`config.mk`:
```
export PLATFORM = sky130hd
export DESIGN_NAME = ahb_resp_mux_n_flat
export DESIGN_NICKNAME = d
export VERILOG_FILES = /design/src/rtl/ahb_pkg.sv /design/src/rtl/ahb_resp_mux_n_if.sv /design/src/rtl/ahb_resp_mux_n_default_slave.sv /design/src/rtl/ahb_resp_mux_n.sv /design/src/flat_wrapper.sv
export SDC_FILE = /design/constraint.sdc
export NUM_CORES = 1
export LEC_CHECK = 0
export BUFFER_PORTS_ARGS = -buffer_cell sky130_fd_sc_hd__buf_4
export CAP_MARGIN = 0
export CORE_AREA = 2 2 70 72
export CTS_CLUSTER_SIZE = 24
export DETAILED_ROUTE_END_ITERATION = 6
export DIE_AREA = 0 0 72 74
export HOLD_SLACK_MARGIN = 0.12
export PLACE_DENSITY = 0.71
export SYNTH_ARGS = -nofsm -noshare
export SYNTH_HDL_FRONTEND = slang
export SYNTH_HIERARCHICAL = 1
export SYNTH_SLANG_ARGS = --single-unit
```
`constraint.sdc`:
```
create_clock -name HCLK -period 3.6 [get_ports HCLK]
set_input_delay 0.36 -clock HCLK [delete_from_list [all_inputs] [get_ports HCLK]]
set_output_delay 0.36 -clock HCLK [all_outputs]
set_load 0.1 [all_outputs]
```
`src/rtl/ahb_pkg.sv`:
```
// Shared AHB-Lite encodings, default-slave state type and select helpers.
package ahb_pkg;

  localparam logic [1:0] HTRANS_IDLE   = 2'b00;
  localparam logic [1:0] HTRANS_BUSY   = 2'b01;
  localparam logic [1:0] HTRANS_NONSEQ = 2'b10;
  localparam logic [1:0] HTRANS_SEQ    = 2'b11;

  localparam logic HRESP_OKAY  = 1'b0;
  localparam logic HRESP_ERROR = 1'b1;

  localparam int MAX_SLAVES = 16;

  typedef enum logic [1:0] {
    DS_IDLE = 2'd0,
    DS_ERR1 = 2'd1,
    DS_ERR2 = 2'd2
  } ds_state_t;

  // Callers zero-extend their select vector to MAX_SLAVES bits.
  function automatic logic onehot_valid(input logic [MAX_SLAVES-1:0] v);
    return (v != '0) && ((v & (v - MAX_SLAVES'(1))) == '0);
  endfunction

  function automatic logic htrans_active(input logic [1:0] t);
    return (t == HTRANS_NONSEQ) || (t == HTRANS_SEQ);
  endfunction

endpackage

```
`src/rtl/ahb_resp_mux_n_if.sv`:
```
// Decoder/slave/master signal bundle around the response mux.
// Handshake: an address phase is accepted on a rising HCLK edge where HREADY=1;
// the data phase it opens completes on the first later edge where HREADY=1 again.
interface ahb_resp_mux_n_if #(
  parameter int DATA_WIDTH = 32,
  parameter int NUM_SLAVES = 4
);
  logic [NUM_SLAVES-1:0]            HSEL_S;
  logic [1:0]                       HTRANS;
  logic [NUM_SLAVES*DATA_WIDTH-1:0] HRDATA_S;
  logic [NUM_SLAVES-1:0]            HRESP_S;
  logic [NUM_SLAVES-1:0]            HREADYOUT_S;
  logic [DATA_WIDTH-1:0]            HRDATA;
  logic                             HREADY;
  logic                             HRESP;
  logic                             DEC_ERR;

  // The mux itself.
  modport slave (
    input  HSEL_S, HTRANS, HRDATA_S, HRESP_S, HREADYOUT_S,
    output HRDATA, HREADY, HRESP, DEC_ERR
  );

  // The surrounding decoder, slaves and master.
  modport master (
    output HSEL_S, HTRANS, HRDATA_S, HRESP_S, HREADYOUT_S,
    input  HRDATA, HREADY, HRESP, DEC_ERR
  );
endinterface

```
`src/rtl/ahb_resp_mux_n_default_slave.sv`:
```
// Built-in default slave: two-cycle AHB ERROR response for unmapped or
// multi-hot selects, with a one-cycle DEC_ERR pulse in the first error cycle.
module ahb_default_slave
  import ahb_pkg::*;
(
  input  logic       clk,
  input  logic       rst_n,
  input  logic       capture,
  input  logic       unmapped,
  input  logic [1:0] htrans,
  output logic       hready,
  output logic       hresp,
  output logic       dec_err,
  output ds_state_t  state
);

  logic start;
  assign start = capture && unmapped && htrans_active(htrans);

  // Outputs are registered alongside the state so they reflect the state entered.
  always_ff @(posedge clk or negedge rst_n) begin
    if (!rst_n) begin
      state   <= DS_IDLE;
      hready  <= 1'b1;
      hresp   <= HRESP_OKAY;
      dec_err <= 1'b0;
    end else begin
      dec_err <= 1'b0;
      unique case (state)
        DS_IDLE, DS_ERR2: begin
          if (start) begin
            state   <= DS_ERR1;
            hready  <= 1'b0;
            hresp   <= HRESP_ERROR;
            dec_err <= 1'b1;
          end else begin
            state   <= DS_IDLE;
            hready  <= 1'b1;
            hresp   <= HRESP_OKAY;
          end
        end
        DS_ERR1: begin
          state  <= DS_ERR2;
          hready <= 1'b1;
          hresp  <= HRESP_ERROR;
        end
        default: begin
          state  <= DS_IDLE;
          hready <= 1'b1;
          hresp  <= HRESP_OKAY;
        end
      endcase
    end
  end

endmodule

```
`src/rtl/ahb_resp_mux_n.sv`:
```
// N-slave AHB-Lite response mux: registers the one-hot select at each accepted
// address phase and routes the chosen slave (or the default slave) to the master.
module ahb_resp_mux_n
  import ahb_pkg::*;
#(
  parameter int DATA_WIDTH = 32,
  parameter int NUM_SLAVES = 4
) (
  input  logic               HCLK,
  input  logic               HRESETn,
  ahb_resp_mux_n_if.slave    bus,
  output ds_state_t          ds_state
);

  logic [NUM_SLAVES-1:0] dsel_q;
  logic                  def_q;
  logic                  capture;
  logic                  unmapped;
  logic                  ds_hready;
  logic                  ds_hresp;
  logic [DATA_WIDTH-1:0] rdata_sel;
  logic                  ready_sel;
  logic                  resp_sel;

  assign capture  = bus.HREADY;
  assign unmapped = !onehot_valid(MAX_SLAVES'(bus.HSEL_S));

  always_ff @(posedge HCLK or negedge HRESETn) begin
    if (!HRESETn) begin
      dsel_q <= '0;
      def_q  <= 1'b1;
    end else if (capture) begin
      dsel_q <= bus.HSEL_S;
      def_q  <= unmapped;
    end
  end

  // With def_q=0 the select is one-hot, so OR-reduction picks a single slave.
  always_comb begin
    rdata_sel = '0;
    ready_sel = 1'b0;
    resp_sel  = 1'b0;
    for (int i = 0; i < NUM_SLAVES; i++) begin
      if (dsel_q[i]) begin
        rdata_sel = rdata_sel | bus.HRDATA_S[i*DATA_WIDTH +: DATA_WIDTH];
        ready_sel = ready_sel | bus.HREADYOUT_S[i];
        resp_sel  = resp_sel  | bus.HRESP_S[i];
      end
    end
  end

  assign bus.HRDATA = def_q ? '0        : rdata_sel;
  assign bus.HREADY = def_q ? ds_hready : ready_sel;
  assign bus.HRESP  = def_q ? ds_hresp  : resp_sel;

  ahb_default_slave u_default_slave (
    .clk      (HCLK),
    .rst_n    (HRESETn),
    .capture  (capture),
    .unmapped (unmapped),
    .htrans   (bus.HTRANS),
    .hready   (ds_hready),
    .hresp    (ds_hresp),
    .dec_err  (bus.DEC_ERR),
    .state    (ds_state)
  );

endmodule

```
`src/flat_wrapper.sv`:
```
// flat-port wrapper written by rule: the top's interface ports become plain ports
module ahb_resp_mux_n_flat import ahb_pkg::*;
#(
  parameter int DATA_WIDTH = 32,
  parameter int NUM_SLAVES = 4
)
  (HCLK, HRESETn, ds_state, bus_HSEL_S, bus_HTRANS, bus_HRDATA_S, bus_HRESP_S, bus_HREADYOUT_S, bus_HRDATA, bus_HREADY, bus_HRESP, bus_DEC_ERR);
  ahb_resp_mux_n_if #(.DATA_WIDTH(DATA_WIDTH), .NUM_SLAVES(NUM_SLAVES)) bus_i ();
  input  logic HCLK;
  input  logic HRESETn;
  output ds_state_t ds_state;
  input wire logic [$bits(bus_i.HSEL_S)-1:0] bus_HSEL_S;
  input wire logic [$bits(bus_i.HTRANS)-1:0] bus_HTRANS;
  input wire logic [$bits(bus_i.HRDATA_S)-1:0] bus_HRDATA_S;
  input wire logic [$bits(bus_i.HRESP_S)-1:0] bus_HRESP_S;
  input wire logic [$bits(bus_i.HREADYOUT_S)-1:0] bus_HREADYOUT_S;
  output wire logic [$bits(bus_i.HRDATA)-1:0] bus_HRDATA;
  output wire logic [$bits(bus_i.HREADY)-1:0] bus_HREADY;
  output wire logic [$bits(bus_i.HRESP)-1:0] bus_HRESP;
  output wire logic [$bits(bus_i.DEC_ERR)-1:0] bus_DEC_ERR;
  assign bus_i.HSEL_S = bus_HSEL_S;
  assign bus_i.HTRANS = bus_HTRANS;
  assign bus_i.HRDATA_S = bus_HRDATA_S;
  assign bus_i.HRESP_S = bus_HRESP_S;
  assign bus_i.HREADYOUT_S = bus_HREADYOUT_S;
  assign bus_HRDATA = bus_i.HRDATA;
  assign bus_HREADY = bus_i.HREADY;
  assign bus_HRESP = bus_i.HRESP;
  assign bus_DEC_ERR = bus_i.DEC_ERR;
  ahb_resp_mux_n #(.DATA_WIDTH(DATA_WIDTH), .NUM_SLAVES(NUM_SLAVES)) u_core (.HCLK(HCLK), .HRESETn(HRESETn), .bus(bus_i), .ds_state(ds_state));
endmodule
```
Word-level counts from Yosys, hierarchy flattened
Index checks and enable logic that the tools add are counted.

word-level totals
  logic and storage cells = 52
  bits in registers = 10
  input bits = 144
  output and inout bits = 37

operators by class
  add/subtract/negate cells = 1
  eq/ne operators = 4
  multiplexer cells = 22
  bitwise logic cells = 10
  reductions and logical operators = 9

operators with widths
  cell                 number
  $mux 32              5
  $or 32x32->32        3
  $and 4x16->16        1
  $logic_not 16->1     1
  $mux 1               15
  $eq 2x2->1 const B   3
  $or 1x1->1           6
  $sub 4x1->5 const B  1
  $pmux 2 s2           1
  $reduce_bool 4->1    1
  $logic_and 1x1->1    3
  $eq 2x1->1 const B   1
  $logic_not 2->1      1
  $pmux 1 s2           1
  $reduce_or 2->1      1
  $logic_not 1->1      1
  $logic_or 1x1->1     1

Logic depth before layout (Yosys ltp)
  depth after elaboration = 12
  mapped depth = 5
  depth with buffers taken out = 5

Cells and area by module
The synthesis kept the hierarchy.

modules (own cells, without submodules)
  module             area each (um2)  instances  sequential area each (um2)  cells each
  ahb_resp_mux_n     1016.0           1          126.4                       141
  ahb_default_slave  177.7            1          126.4                       10

Worst setup path after synthesis
OpenSTA, ideal clock, no wires.

  kind = register to output
  start point = reg u_core.dsel_q[1]
  end point = out bus_HRDATA[10]
  slack = 0.825 ns
  stages on the path, launching flop included = 5
  required time = 3.240 ns
  arrival = 2.415 ns
  buffers on the path = 2
  cells stage by stage = dfrtp_1 > clkbuf_1 > buf_1 > a22oi_1 > a21oi_1

on the way
  longest elaborated chain between the ends = 6

RTL lines
  item                    RTL line              source
  from (decl)             ahb_resp_mux_n.sv:15  logic [NUM_SLAVES-1:0] dsel_q;
  from (signal assigned)  ahb_resp_mux_n.sv:33  dsel_q <= bus.HSEL_S;
  $mux 32 (*)             ahb_resp_mux_n.sv:44  if (dsel_q[i]) begin
  $or 32x32->32           ahb_resp_mux_n.sv:45  rdata_sel = rdata_sel | bus.HRDATA_S[i*DATA_WIDTH +: DATA_WIDTH];
  $mux 32 (*)             ahb_resp_mux_n.sv:44
  $or 32x32->32           ahb_resp_mux_n.sv:45
  $mux 32 (*)             ahb_resp_mux_n.sv:44
  $mux 32 (*)             ahb_resp_mux_n.sv:52  assign bus.HRDATA = def_q ? '0 : rdata_sel;
  to (decl)               flat_wrapper.sv:17    output wire logic [$bits(bus_i.HRDATA)-1:0] bus_HRDATA;

Mark *: on every way between the ends. The rest lies on a longest branch, timed or not.

Worst setup path after layout
  start point = reg u_core.def_q
  end point = out bus_HREADY

on the way
  longest elaborated chain between the ends = 1

RTL lines
  item                    RTL line              source
  from (decl)             ahb_resp_mux_n.sv:16  logic def_q;
  from (signal assigned)  ahb_resp_mux_n.sv:34  def_q <= unmapped;
  $mux 1                  ahb_resp_mux_n.sv:53  assign bus.HREADY = def_q ? ds_hready : ready_sel;
  to (decl)               flat_wrapper.sv:18    output wire logic [$bits(bus_i.HREADY)-1:0] bus_HREADY;

No other way between the ends.

==> summary.txt <==
STA
  – Share of the clock period used by the worst path: 68.8%
  – Maximum operating frequency: roughly 400 MHz
  – Slew at the pin with the worst max-slew slack: 650 ps
  – Max transition margin: 56.7%
  – Unrepaired setup endpoints after global routing: false
  – Setup tns final: 0 ps
  – Pins Over Slew Limit: 0
  – Number of failing hold endpoints at the final stage: 0
  – Period minus WS final: around 2500 ps
  – Clk_skew: 4.72 ps
  – Number of setup violations in the final report: 0

Placed design
  – Placed Cells incl. Taps: 368
  – Cell Area, Placed: around 2500 um^2
  – HPWL reported at the end of detailed placement: 4980 um
  – Total of buffers placed on input and output ports: approximately 180
  – Final weighted congestion in routability-driven placement: just over 0.8

Cells and area
  – Area growth from synthesis to final layout: 119%
  – Fill cells: 442
  – Non-filler cells in the finished layout: 373
  – Proportion of layout cells with a drive suffix above 1: 61.4%
  – Final net count: approximately 460
  – Summed area of non-filler cells in the final layout: about 2600 um^2
  – Diode count: 0

Routing
  – Total detailed-routing wirelength: around 6300 um
  – Detailed-route via count: 1967
  – Remaining routing DRC violations: 0
  – Post-route antenna net violation count: 0
  – Per-cell via count in the routed design: 5.27
  – Wire length per cell: 17.0 um
  – Iteration-0 DRC count of the detailed router: 98
  – Pre-antenna DRT Iters: 4

Synth
  – Warnings, synthesis: 6
  – Cell area after technology mapping: approximately 1200 um^2
  – Dominant cell type by area after synthesis: a22oi_1
  – Post-synth top cells: a22oi_1 (66), a21oi_1 (33), clkbuf_1 (17), dfrtp_1 (8), mux2_2 (4)
  – Count of flip-flops with a built-in enable after synthesis: 0
  – Number of register bits inferred by synthesis: 10
  – Sequential fraction of the synthesis area: 21.2%
  – Top post-synthesis cells by area: a22oi_1 (42%), dfrtp_1 (17%), a21oi_1 (14%)
  – Most frequently used cell type in the post-synthesis netlist: a22oi_1
  – Share of synthesized registers carrying an async set or reset: 100%
  – Synthesized netlist cell count: 151
  – Dominant register cell in the synthesized netlist: dfrtp_1
  – Syn Nets: 295
  – Mean instance size in the synthesized netlist: 7.90 um^2
  – Post-synth cell types: 22
  – Fraction of synthesized cell area taken by the top area cell type: 41.5%

Clock network
  – Root cell of the clock tree: clkbuf_8
  – CTS Buffer Depth: 2
  – CTS-repair resized insts: 0
  – CTS H-tree depth: 1
  – Clock-pin slew on the worst setup and hold paths: approximately 50 ps
  – Post-CTS setup repair buffer count: 0
  – Cts-stage hold buffer count: 1
  – Total clock sinks: 10
  – Clock latency at the later pin of the worst-skew pair: 240 ps
  – Clock tree from TritonCTS: yes
  – Number of CTS-inserted buffers: 3

Floorplan
  – Effective utilization at floorplan: 26.0%
  – Chip Height: 74 um
  – Total die area: 5330 um^2
  – Number of primary I/O pins: 181
  – Count of standard-cell rows: 25
  – Chip Width: approximately 70 um
  – CORE AREA: 4600 um^2

Global routing
  – GR Util All Layers: 21.6%
  – Global-route wire length before repair: 9200 um
  – Via count of the first global-routing pass: ~1800
  – Antenna violations before repair: 0
  – Largest net degree at the start of global routing: 35
  – Congestion Overflow GR: 0

Hold path
  – End of the worst hold path: u_core/u_default_slave/hready$_DFF_PN1_
  – Worst min-delay path startpoint: bus_HTRANS[1]
  – Instance count along the most critical hold path: 2
  – Class of the tightest hold or removal check: in -> reg

Setup path
  – Kind of launch point of the worst setup path: flop
  – Worst Path Arrival: 2120 ps
  – Cell-by-cell listing of the critical path: a21oi_1 -> a2bb2oi_2 -> buf_4
  – Endpoint class of the critical path: output pin
  – Reg2reg end: u_core/dsel_q[3]$_DFFE_PN0P_
  – Setup Crit Path Kind: reg -> out
  – Required time at the worst-slack endpoint: 3240 ps
  – Worst reg2reg path depth: 3
  – CP max FO: 34
  – Launching point of the worst reg2reg path: u_core/def_q$_DFFE_PN1P_
  – Stage delay of the slowest cell on the critical path: 950 ps
  – CP max stage cell: dfstp_2
  – Register-to-register path setup slack: 1590 ps

Power
  – Total leakage power: 1.36 nW
  – Ratio of total power to cell area: 549 nW/um^2
  – Maximum vdd ir drop: 410 uV

Status
  – Outcome: completed

Job
  – Number of maximum-capacitance constraint violations: 0
## metal layers
layer | wire length, um | vias up | part of all wire (%) | global-route usage (%)
li1 | - | 954 | - | -
met1 | 2490 | 911 | 39 | 27.1
met2 | 3190 | 94 | 50 | 37.8
met3 | 569 | 8 | 9.0 | 4.61
met4 | 86 | 0 | 1.4 | 5.66
met5 | 0 | - | 0 | 0
## final cells by class
cell class	instances	area [um^2]	share of cell area (%)
well taps	54	67.6	2.59
multi-input cells	118	840	32.2
repair buffers	184	1380	53.0
flip-flops and latches	10	253	9.68
inverters	3	11.3	0.431
clock buffers	4	55.1	2.11
## report_power, final
| part | switching, W | leakage (nW) | total (W) | internal, W |
|---|---|---|---|---|
| Clock | 0.0000436 | 0.0288 | 0.000140 | 0.0000961 |
| Sequential | 0.0000634 | 0.119 | 0.000202 | 0.000138 |
| Combinational | 0.000774 | 1.22 | 0.00109 | 0.000317 |
| Total | 0.000882 | 1.36 | 0.00143 | 0.000552 |
## kinds of logic (layout without fill, tap and decap cells)
logic type	count (synthesis)	in the layout	share of synthesized area, %
xor+xnor	1	1	0.734
simple gates	9	9	6.39
buf+inv	23	191	8.49
mux	4	4	3.77
flops	10	10	21.2
compound gates	104	104	59.4
## registers in the layout, summed over array words and instances, names as in the netlist
name                            count
u_core/u_default_slave/dec_err      1
u_core/u_default_slave/hready       1
u_core/u_default_slave/state        2
u_core/dsel_q                       4
u_core/u_default_slave/hresp        1
u_core/def_q                        1
## layout by cell type, fill, tap and decap left out, drive strengths merged, types with 2 or more instances in the layout
cell type / Yosys / layout
nand2b: 3 / 3
mux2: 4 / 4
dfrtp: 8 / 8
clkbuf: 17 / 4
inv: 3 / 3
a21oi: 33 / 33
dfstp: 2 / 2
a22oi: 66 / 66
buf: 3 / 183
## worst max-delay path by stage
stage	from	cells past startpoint	to
floorplan	u_core/dsel_q[1]$_DFFE_PN0P_	4	bus_HRDATA[10]
global placement	u_core/def_q$_DFFE_PN1P_	3	bus_HREADY
detailed placement	u_core/def_q$_DFFE_PN1P_	3	bus_HREADY
CTS	u_core/def_q$_DFFE_PN1P_	3	bus_HREADY
global route	u_core/def_q$_DFFE_PN1P_	3	bus_HREADY
finish	u_core/def_q$_DFFE_PN1P_	3	bus_HREADY
## critical path: cells and delay by family (launching register included)
| family | cells | cell delay (ps) |
|---|---|---|
| DFF | 1 | 950 |
| AOI/OAI and AO/OA | 2 | 550 |
| buffers and inverters | 1 | 370 |
## per-stage QoR
step / total power (W) / hold WS, ps / util, % / setup WS [ps]
6_report: 0.00143 / 366 / 56.8 / 1120
5_1_grt: 0.00150 / 375 / 56.8 / 1030
4_1_cts: 0.00144 / 366 / 56.8 / 1120
3_5_place_dp: 0.00129 / 193 / 55.3 / 1390
3_3_place_gp: 0.00129 / 192 / 55.3 / 1400
2_1_floorplan: 0.000998 / 64.4 / - / 825
Note: power is estimated with default switching activity, not from simulation.
